<file path="src/rtl/log_pkg.sv">
// log_pkg: state encoding, log-source codes and RAM defaults
// shared by the capture sequencer and its read streamer.
package log_pkg;

    // Default logging RAM geometry
    localparam int RAM_WIDTH_DEF = 32;
    localparam int RAM_DEPTH_DEF = 32768;

    // Log-source select codes driven to the RAM controller mux
    localparam logic [2:0] SEL_NONE   = 3'd0;
    localparam logic [2:0] SEL_EQ_IN  = 3'd1;
    localparam logic [2:0] SEL_EQ_OUT = 3'd2;
    localparam logic [2:0] SEL_TAPS   = 3'd3;

    // Sequencer states; the RD_* states live in the read streamer
    typedef enum logic [2:0] {
        ST_IDLE     = 3'd0,
        ST_ARM      = 3'd1,
        ST_CAPTURE  = 3'd2,
        ST_RD_ISSUE = 3'd3,
        ST_RD_WAIT  = 3'd4,
        ST_RD_OUT   = 3'd5
    } state_t;

    // True for any state that keeps the RAM read port enabled
    function automatic logic is_rd_state(input state_t s);
        return (s == ST_RD_ISSUE) ||
               (s == ST_RD_WAIT)  ||
               (s == ST_RD_OUT);
    endfunction

endpackage

</file>
<file path="src/rtl/log_read_streamer.sv">
// log_read_streamer: walks a RAM address range one word at a time,
// absorbs the read latency and presents each word on valid/ready.
module log_read_streamer
    import log_pkg::*;
#(
    parameter int RAM_WIDTH  = RAM_WIDTH_DEF,
    parameter int RAM_DEPTH  = RAM_DEPTH_DEF,
    parameter int RD_LATENCY = 1,
    parameter int ADDR_W     = $clog2(RAM_DEPTH)
) (
    input  logic                 clk,
    input  logic                 i_reset,
    input  logic                 i_start,
    input  logic                 i_abort,
    input  logic [ADDR_W-1:0]    i_rd_start,
    input  logic [ADDR_W:0]      i_rd_len,
    input  logic [RAM_WIDTH-1:0] i_ram_data,
    input  logic                 i_ready,
    output logic                 o_en_read,
    output logic [ADDR_W-1:0]    o_read_adrs,
    output logic [RAM_WIDTH-1:0] o_data,
    output logic                 o_valid,
    output logic                 o_busy_next,
    output logic                 o_fin,
    output state_t               o_state
);

    localparam int LAT_W = (RD_LATENCY > 1) ? $clog2(RD_LATENCY) : 1;
    localparam logic [LAT_W-1:0]  LAT_LOAD  = LAT_W'(RD_LATENCY - 1);
    localparam logic [ADDR_W-1:0] ADDR_LAST = ADDR_W'(RAM_DEPTH - 1);
    localparam logic [ADDR_W:0]   LEN_ONE   = (ADDR_W + 1)'(1);

    state_t            state_q;
    state_t            state_d;
    logic [ADDR_W-1:0] adrs_q;
    logic [ADDR_W:0]   remain_q;
    logic [LAT_W-1:0]  lat_q;
    logic              xfer;
    logic              last;
    logic              aborting;

    assign aborting    = i_abort && (state_q != ST_IDLE);
    assign xfer        = (state_q == ST_RD_OUT) && o_valid && i_ready;
    assign last        = (remain_q == LEN_ONE);
    assign o_fin       = xfer && last && !aborting;
    assign o_busy_next = (state_d != ST_IDLE);
    assign o_read_adrs = adrs_q;
    assign o_state     = state_q;

    // State register
    always_ff @(posedge clk) begin
        if (i_reset) begin
            state_q <= ST_IDLE;
        end else begin
            state_q <= state_d;
        end
    end

    // Next-state: abort overrides every read-side transition
    always_comb begin
        state_d = state_q;
        if (aborting) begin
            state_d = ST_IDLE;
        end else begin
            unique case (state_q)
                ST_IDLE: begin
                    if (i_start) state_d = ST_RD_ISSUE;
                end
                ST_RD_ISSUE: state_d = ST_RD_WAIT;
                ST_RD_WAIT: begin
                    if (lat_q == '0) state_d = ST_RD_OUT;
                end
                ST_RD_OUT: begin
                    if (xfer) state_d = last ? ST_IDLE : ST_RD_ISSUE;
                end
                default: state_d = ST_IDLE;
            endcase
        end
    end

    // Address/length/latency counters and registered outputs
    always_ff @(posedge clk) begin
        if (i_reset) begin
            adrs_q    <= '0;
            remain_q  <= '0;
            lat_q     <= '0;
            o_data    <= '0;
            o_valid   <= 1'b0;
            o_en_read <= 1'b0;
        end else begin
            o_en_read <= is_rd_state(state_d);
            o_valid   <= (state_d == ST_RD_OUT);

            if ((state_q == ST_IDLE) && i_start) begin
                adrs_q   <= i_rd_start;
                remain_q <= i_rd_len;
            end else if (xfer && !aborting) begin
                adrs_q   <= (adrs_q == ADDR_LAST) ? '0 : adrs_q + 1'b1;
                remain_q <= remain_q - 1'b1;
            end

            if (state_q == ST_RD_ISSUE) begin
                lat_q <= LAT_LOAD;
            end else if ((state_q == ST_RD_WAIT) && (lat_q != '0)) begin
                lat_q <= lat_q - 1'b1;
            end

            if ((state_q == ST_RD_WAIT) && (state_d == ST_RD_OUT)) begin
                o_data <= i_ram_data;
            end
        end
    end

endmodule

</file>
<file path="src/rtl/log_capture_sequencer.sv">
// log_capture_sequencer: drives the logging RAM controller through
// a timed capture or a streamed readout, with abort at any point.
module log_capture_sequencer
    import log_pkg::*;
#(
    parameter int RAM_WIDTH   = RAM_WIDTH_DEF,
    parameter int RAM_DEPTH   = RAM_DEPTH_DEF,
    parameter int RD_LATENCY  = 1,
    parameter int CAPT_CYCLES = 65536,
    localparam int ADDR_W     = $clog2(RAM_DEPTH)
) (
    input  logic                 clk,
    input  logic                 i_reset,
    input  logic                 i_cmd_capture,
    input  logic                 i_cmd_read,
    input  logic                 i_cmd_abort,
    input  logic [2:0]           i_sel,
    input  logic [ADDR_W-1:0]    i_rd_start,
    input  logic [ADDR_W:0]      i_rd_len,
    input  logic [RAM_WIDTH-1:0] i_ram_data,
    input  logic                 i_ready,
    output logic [2:0]           o_data_sel_for_log,
    output logic                 o_en_write,
    output logic                 o_en_read,
    output logic [ADDR_W-1:0]    o_read_adrs,
    output logic [RAM_WIDTH-1:0] o_data,
    output logic                 o_valid,
    output logic                 o_busy,
    output logic                 o_done
);

    localparam int TMR_W = $clog2(CAPT_CYCLES + 1);
    localparam logic [TMR_W-1:0] TMR_LAST = TMR_W'(CAPT_CYCLES - 1);

    state_t           ctl_q;
    state_t           ctl_d;
    state_t           rd_state;
    logic [TMR_W-1:0] tmr_q;
    logic             idle;
    logic             cap_go;
    logic             rd_go;
    logic             zero_go;
    logic             abort;
    logic             cap_fin;
    logic             rd_fin;
    logic             rd_busy_next;
    logic             en_write_d;
    logic             done_d;
    logic             busy_d;
    logic [2:0]       sel_d;

    // Commands are only accepted when both halves are idle;
    // capture wins over a read issued in the same cycle.
    assign idle    = (ctl_q == ST_IDLE) && (rd_state == ST_IDLE);
    assign cap_go  = idle && i_cmd_capture;
    assign rd_go   = idle && i_cmd_read && !i_cmd_capture &&
                     (i_rd_len != '0);
    assign zero_go = idle && i_cmd_read && !i_cmd_capture &&
                     (i_rd_len == '0);
    assign abort   = i_cmd_abort && !idle;
    assign cap_fin = (ctl_q == ST_CAPTURE) && (tmr_q == TMR_LAST) &&
                     !abort;

    log_read_streamer #(
        .RAM_WIDTH  (RAM_WIDTH),
        .RAM_DEPTH  (RAM_DEPTH),
        .RD_LATENCY (RD_LATENCY),
        .ADDR_W     (ADDR_W)
    ) u_streamer (
        .clk         (clk),
        .i_reset     (i_reset),
        .i_start     (rd_go),
        .i_abort     (i_cmd_abort),
        .i_rd_start  (i_rd_start),
        .i_rd_len    (i_rd_len),
        .i_ram_data  (i_ram_data),
        .i_ready     (i_ready),
        .o_en_read   (o_en_read),
        .o_read_adrs (o_read_adrs),
        .o_data      (o_data),
        .o_valid     (o_valid),
        .o_busy_next (rd_busy_next),
        .o_fin       (rd_fin),
        .o_state     (rd_state)
    );

    // State, capture timer and registered control outputs
    always_ff @(posedge clk) begin
        if (i_reset) begin
            ctl_q              <= ST_IDLE;
            tmr_q              <= '0;
            o_data_sel_for_log <= SEL_NONE;
            o_en_write         <= 1'b0;
            o_busy             <= 1'b0;
            o_done             <= 1'b0;
        end else begin
            ctl_q              <= ctl_d;
            o_data_sel_for_log <= sel_d;
            o_en_write         <= en_write_d;
            o_busy             <= busy_d;
            o_done             <= done_d;
            if (ctl_q == ST_ARM) begin
                tmr_q <= '0;
            end else if (ctl_q == ST_CAPTURE) begin
                tmr_q <= tmr_q + 1'b1;
            end
        end
    end

    // Next-state for the arm/capture half
    always_comb begin
        ctl_d = ctl_q;
        if (abort) begin
            ctl_d = ST_IDLE;
        end else begin
            unique case (ctl_q)
                ST_IDLE: begin
                    if (cap_go) ctl_d = ST_ARM;
                end
                ST_ARM: ctl_d = ST_CAPTURE;
                ST_CAPTURE: begin
                    if (tmr_q == TMR_LAST) ctl_d = ST_IDLE;
                end
                default: ctl_d = ST_IDLE;
            endcase
        end
    end

    // Next values of the control outputs; select holds after capture
    always_comb begin
        en_write_d = (ctl_d == ST_ARM);
        done_d     = cap_fin || rd_fin || zero_go;
        busy_d     = (ctl_d != ST_IDLE) || rd_busy_next;
        sel_d      = cap_go ? i_sel : o_data_sel_for_log;
    end

endmodule

</file>
<file path="config.mk">
export PLATFORM = sky130hd
export DESIGN_NAME = log_capture_sequencer
export DESIGN_NICKNAME = d
export VERILOG_FILES = /design/src/rtl/log_pkg.sv /design/src/rtl/log_read_streamer.sv /design/src/rtl/log_capture_sequencer.sv
export SDC_FILE = /design/constraint.sdc
export NUM_CORES = 1
export LEC_CHECK = 0
export BUFFER_PORTS_ARGS = -buffer_cell sky130_fd_sc_hd__buf_4
export CORE_MARGIN = 3
export CORE_UTILIZATION = 56
export DETAILED_ROUTE_END_ITERATION = 8
export MAX_ROUTING_LAYER = met4
export PLACE_DENSITY = 0.85
export SETUP_SLACK_MARGIN = 0.15
export SYNTH_ARGS = -nofsm -noshare
export SYNTH_HDL_FRONTEND = slang
export SYNTH_SLANG_ARGS = --single-unit
</file>
<file path="constraint.sdc">
create_clock -name clk -period 3.4 [get_ports clk]
set_clock_uncertainty 0.1 [all_clocks]
set_input_delay 0.17 -clock clk [delete_from_list [all_inputs] [get_ports clk]]
set_output_delay 0.17 -clock clk [all_outputs]
set_load 0.03 [all_outputs]
</file>
==> flow_summary.json <==
{
  "status": "finished clean",
  "cts_buffers": 9,
  "cp_slowest_cell": "nor3b_4",
  "r2r-end": "u_streamer.remain_q[12]",
  "gp_congestion": 0.894,
  "relSlewSlack_pct": 18.6,
  "cts_root_buffer": "clkbuf_8",
  "p_int_mw": 1.57,
  "htreeDepth": 3,
  "timing.rr.start": "u_streamer.o_state[2]",
  "clk_latency_ns": 0.37,
  "place_hpwl_mm": 7.97,
  "grt_use_met3_pct": 5.77,
  "preCtsSetupSlack_ns": 0.818,
  "overflow": 0,
  "avgSynthCellArea_sq_um": 8.50,
  "r2r_slack_ns": 0.79,
  "met2_usage_pct": 52.0,
  "vias": 4400,
  "hold_viol_final": 0,
  "synth_top_family_by_area": "simple AND/OR/NAND/NOR gates",
  "instances_no_fill": 785,
  "dp.cells": 716,
  "worstSetupStartpoint": "u_streamer.o_state[2]",
  "top_usage_layer": "met2",
  "coreArea_sq_mm": 0.00741,
  "p_seq_share_pct": 53.3,
  "areaGrowthSynthToFinish_pct": 39.0,
  "synth_cell_type_count": 52,
  "die_area_sq_mm": 0.00890,
  "leakage_nw": 2.35,
  "first_pass_iters": 5,
  "synth_adder_area_share_pct": 1.43,
  "n_antenna_cell": 0,
  "grt.total_usage_pct": 29.8,
  "critical_path_class": "flip-flop to flip-flop",
  "via_per_inst": 5.61,
  "cp.arrival_ns": 2.81,
  "start_kind": "flip-flop",
  "crit_chain": "or3_1 -> or4_1 -> nor3b_4 -> o2bb2a_1 -> a21oi_1",
  "synthArstFlopShare_pct": 0,
  "cts_sinks": 95,
  "grt_pass1_wl_mm": 20.4,
  "cts_setup_buffers": 0,
  "layout-drive-gt1-share_pct": 22.4,
  "wire_per_inst_microns": 16.6,
  "cp_data_required_time_ns": 3.60,
  "cp-end-kind": "flip-flop",
  "final_nets": 758,
  "switching_share_pct": 28.1,
  "clk_pin_slew_worst_paths_ns": 0.10,
  "setup_viol": 0,
  "min_period_ns": 2.61,
  "fin_ws_ns": 0.786,
  "use_met1_pct": 34.4,
  "grt_pass1_vias": 4234,
  "period_share_pct": 76.9,
  "synth-edff-count": 0,
  "nFillCells": 444,
  "tritoncts": "built",
  "reg2reg_depth": 5,
  "muxShareOfSynthArea_pct": 7.56,
  "yosys_register_bits": 95,
  "ys_dominant_reg_cell": "dfxtp_1",
  "rsz0062_at_grt": "no",
  "final_antenna_net_count": 0,
  "power_density_mw_per_mm2": 359,
  "crit_fanout": 16,
  "worst_pin_slew_ns": 1.21,
  "p_comb_share_pct": 13.3,
  "fp.dieH_microns": 94.3,
  "ir_drop_mv": 0.253,
  "synth_area_sq_mm": 0.00437,
  "yosysWarnings": 0,
  "totalWireLength_mm": 13.0,
  "cap_viol_max_count": 0,
  "drtIter0Drc": 259,
  "initial_utilization_pct": 59.0,
  "rows": 31,
  "p_sw_mw": 0.611,
  "ctsLongestPathBuffers": 2,
  "finalSetupTns_ns": 0,
  "syn_nets": 591,
  "synthXorXnorAreaFrac_pct": 5.41,
  "clkPwrFrac_pct": 33.3,
  "grt_max_degree": 70,
  "synthSimpleGateAreaFrac_pct": 26.0,
  "slew_viol_final": 0,
  "io_pins": 127,
  "synth_compound_area_share_pct": 12.3,
  "min_path_type": "input port to flip-flop",
  "drc": 0,
  "die_w_microns": 94.3,
  "numPortBuffers": 126,
  "timing.fmax_mhz": 383,
  "critPathCapture": "u_streamer.remain_q[12]",
  "ys_seq_area_share_pct": 43.5,
  "antenna_found_initial": 0,
  "slowest_delay_ns": 0.61,
  "postSynthCellCount": 514
}
## synth_stat cells, types with 6 or more instances
cell	instances	area (sq um)
nand3_1	17	85.1
inv_1	11	41.3
clkbuf_1	19	71.3
a211oi_1	14	105
o211ai_1	7	52.6
or4_1	8	60.1
nor3_1	9	45.0
o21ai_0	6	30.0
a21oi_1	20	100
dfxtp_1	95	1900
a31oi_1	12	75.1
mux2i_1	33	330
nand2_1	98	368
nor4_1	11	68.8
nor2_1	46	173
xor2_1	11	96.3
nand4_1	11	68.8
xnor2_1	16	140
or3_1	11	68.8
## power by group through the flow
stage          Combinational (mW)  Clock (mW)  Sequential, mW
2_1_floorplan              0.0980           0            1.21
3_5_place_dp                0.233           0            1.19
4_1_cts                     0.282       0.724            1.16
6_report                    0.290       0.726            1.16
5_1_grt                     0.312       0.771            1.16
3_3_place_gp                0.228           0            1.19
## metal layers
| metal | vias to the layer above | part of all wire [%] |
|---|---|---|
| li1 | 2160 | - |
| met2 | 173 | 51 |
| met5 | - | 0 |
| met3 | 23 | 6.4 |
| met1 | 2044 | 41 |
| met4 | 0 | 1.9 |
## layout make-up
cell class | count | area [sq um] | share of cell area (%)
Clock buffer | 9 | 124 | 2.04
Clock inverter | 7 | 63.8 | 1.05
Inverter | 12 | 45.0 | 0.742
Multi-Input combinational cell | 381 | 2310 | 38.1
Sequential cell | 95 | 1900 | 31.3
Tap cell | 99 | 124 | 2.04
Timing Repair Buffer | 182 | 1500 | 24.7
## sequential cells by signal, indices dropped and copies added (netlist names)
register	cells
u_streamer.o_data	32
tmr_q	17
u_streamer.remain_q	16
u_streamer.o_read_adrs	15
ctl_q	3
o_data_sel_for_log	3
u_streamer.o_state	3
o_busy	1
o_done	1
o_en_write	1
u_streamer.lat_q	1
u_streamer.o_en_read	1
u_streamer.o_valid	1
## worst min-delay path by stage
| stage | from | end | slack [ns] | depth (start not counted) |
|---|---|---|---|---|
| after detailed placement | i_cmd_abort | ctl_q[1] | 0.33 | 2 |
| final | i_rd_start[10] | u_streamer.o_read_adrs[10] | 0.008 | 3 |
| after global placement | i_ram_data[14] | u_streamer.o_data[14] | 0.33 | 3 |
| after CTS | i_ram_data[19] | u_streamer.o_data[19] | 0.0009 | 3 |
| after global routing | i_rd_len[10] | u_streamer.remain_q[10] | 0.01 | 3 |
| after floorplan | i_rd_start[5] | u_streamer.o_read_adrs[5] | 0.21 | 2 |
## through the flow
step / util (%) / cell area (sq um) / power, mW / hold WS [ns]
final: 81.9 / 6070 / 2.18 / 0.00782
after global routing: 81.9 / 6070 / 2.25 / 0.0117
after CTS: 81.8 / 6060 / 2.17 / 0.000906
after detailed placement: 72.3 / 5350 / 1.42 / 0.333
after global placement: 72.3 / 5350 / 1.41 / 0.328
after floorplan: - / 4370 / 1.30 / 0.210
## kinds of logic (layout without fill, tap and decap cells)
family	Yosys count	count (layout)
AND/OR/NAND/NOR	235	235
AO/OA/AOI/OAI	80	80
other	1	1
buffers and inverters	38	210
XOR/XNOR	27	27
flip-flops	95	95
multiplexers	33	33
adder cells (fa/ha/maj)	5	5
## cell usage in the layout, fill, tap and decap left out, drive strengths merged, types with 2 or more instances in the layout
cell type | netlist | layout
nand4 | 11 | 11
a211oi | 14 | 14
xnor2 | 16 | 16
a21oi | 21 | 21
o21ai | 8 | 8
or2 | 2 | 2
clkinv | 1 | 2
a211o | 3 | 3
mux2i | 33 | 33
o2bb2a | 2 | 2
nor2 | 46 | 46
ha | 5 | 5
buf | 6 | 129
nor3 | 9 | 9
nand2 | 98 | 98
nand3 | 17 | 17
o211ai | 7 | 7
nand2b | 4 | 4
clkbuf | 20 | 9
o311ai | 5 | 5
o32ai | 2 | 2
nor4 | 12 | 12
dfxtp | 95 | 95
xor2 | 11 | 11
or4 | 9 | 9
or3b | 3 | 3
clkinvlp | 0 | 2
nor3b | 6 | 6
or3 | 11 | 11
inv | 11 | 15
and3 | 3 | 3
a31oi | 12 | 12
dlygate4sd3 | 0 | 53
## critical path, delay by kind of cell, from the launching register on
family          cells  cell delay (ns)
flops               1             0.37
simple gates        3             1.64
compound gates      2             0.44
## what timing repair did
| item | 4_1_cts | 5_1_grt |
|---|---|---|
| hold buffers | 52 | 1 |
| gates resized for setup | 0 | 0 |
| endpoints found under the hold margin | 52 | 1 |
(Power assumes the default switching activity.)
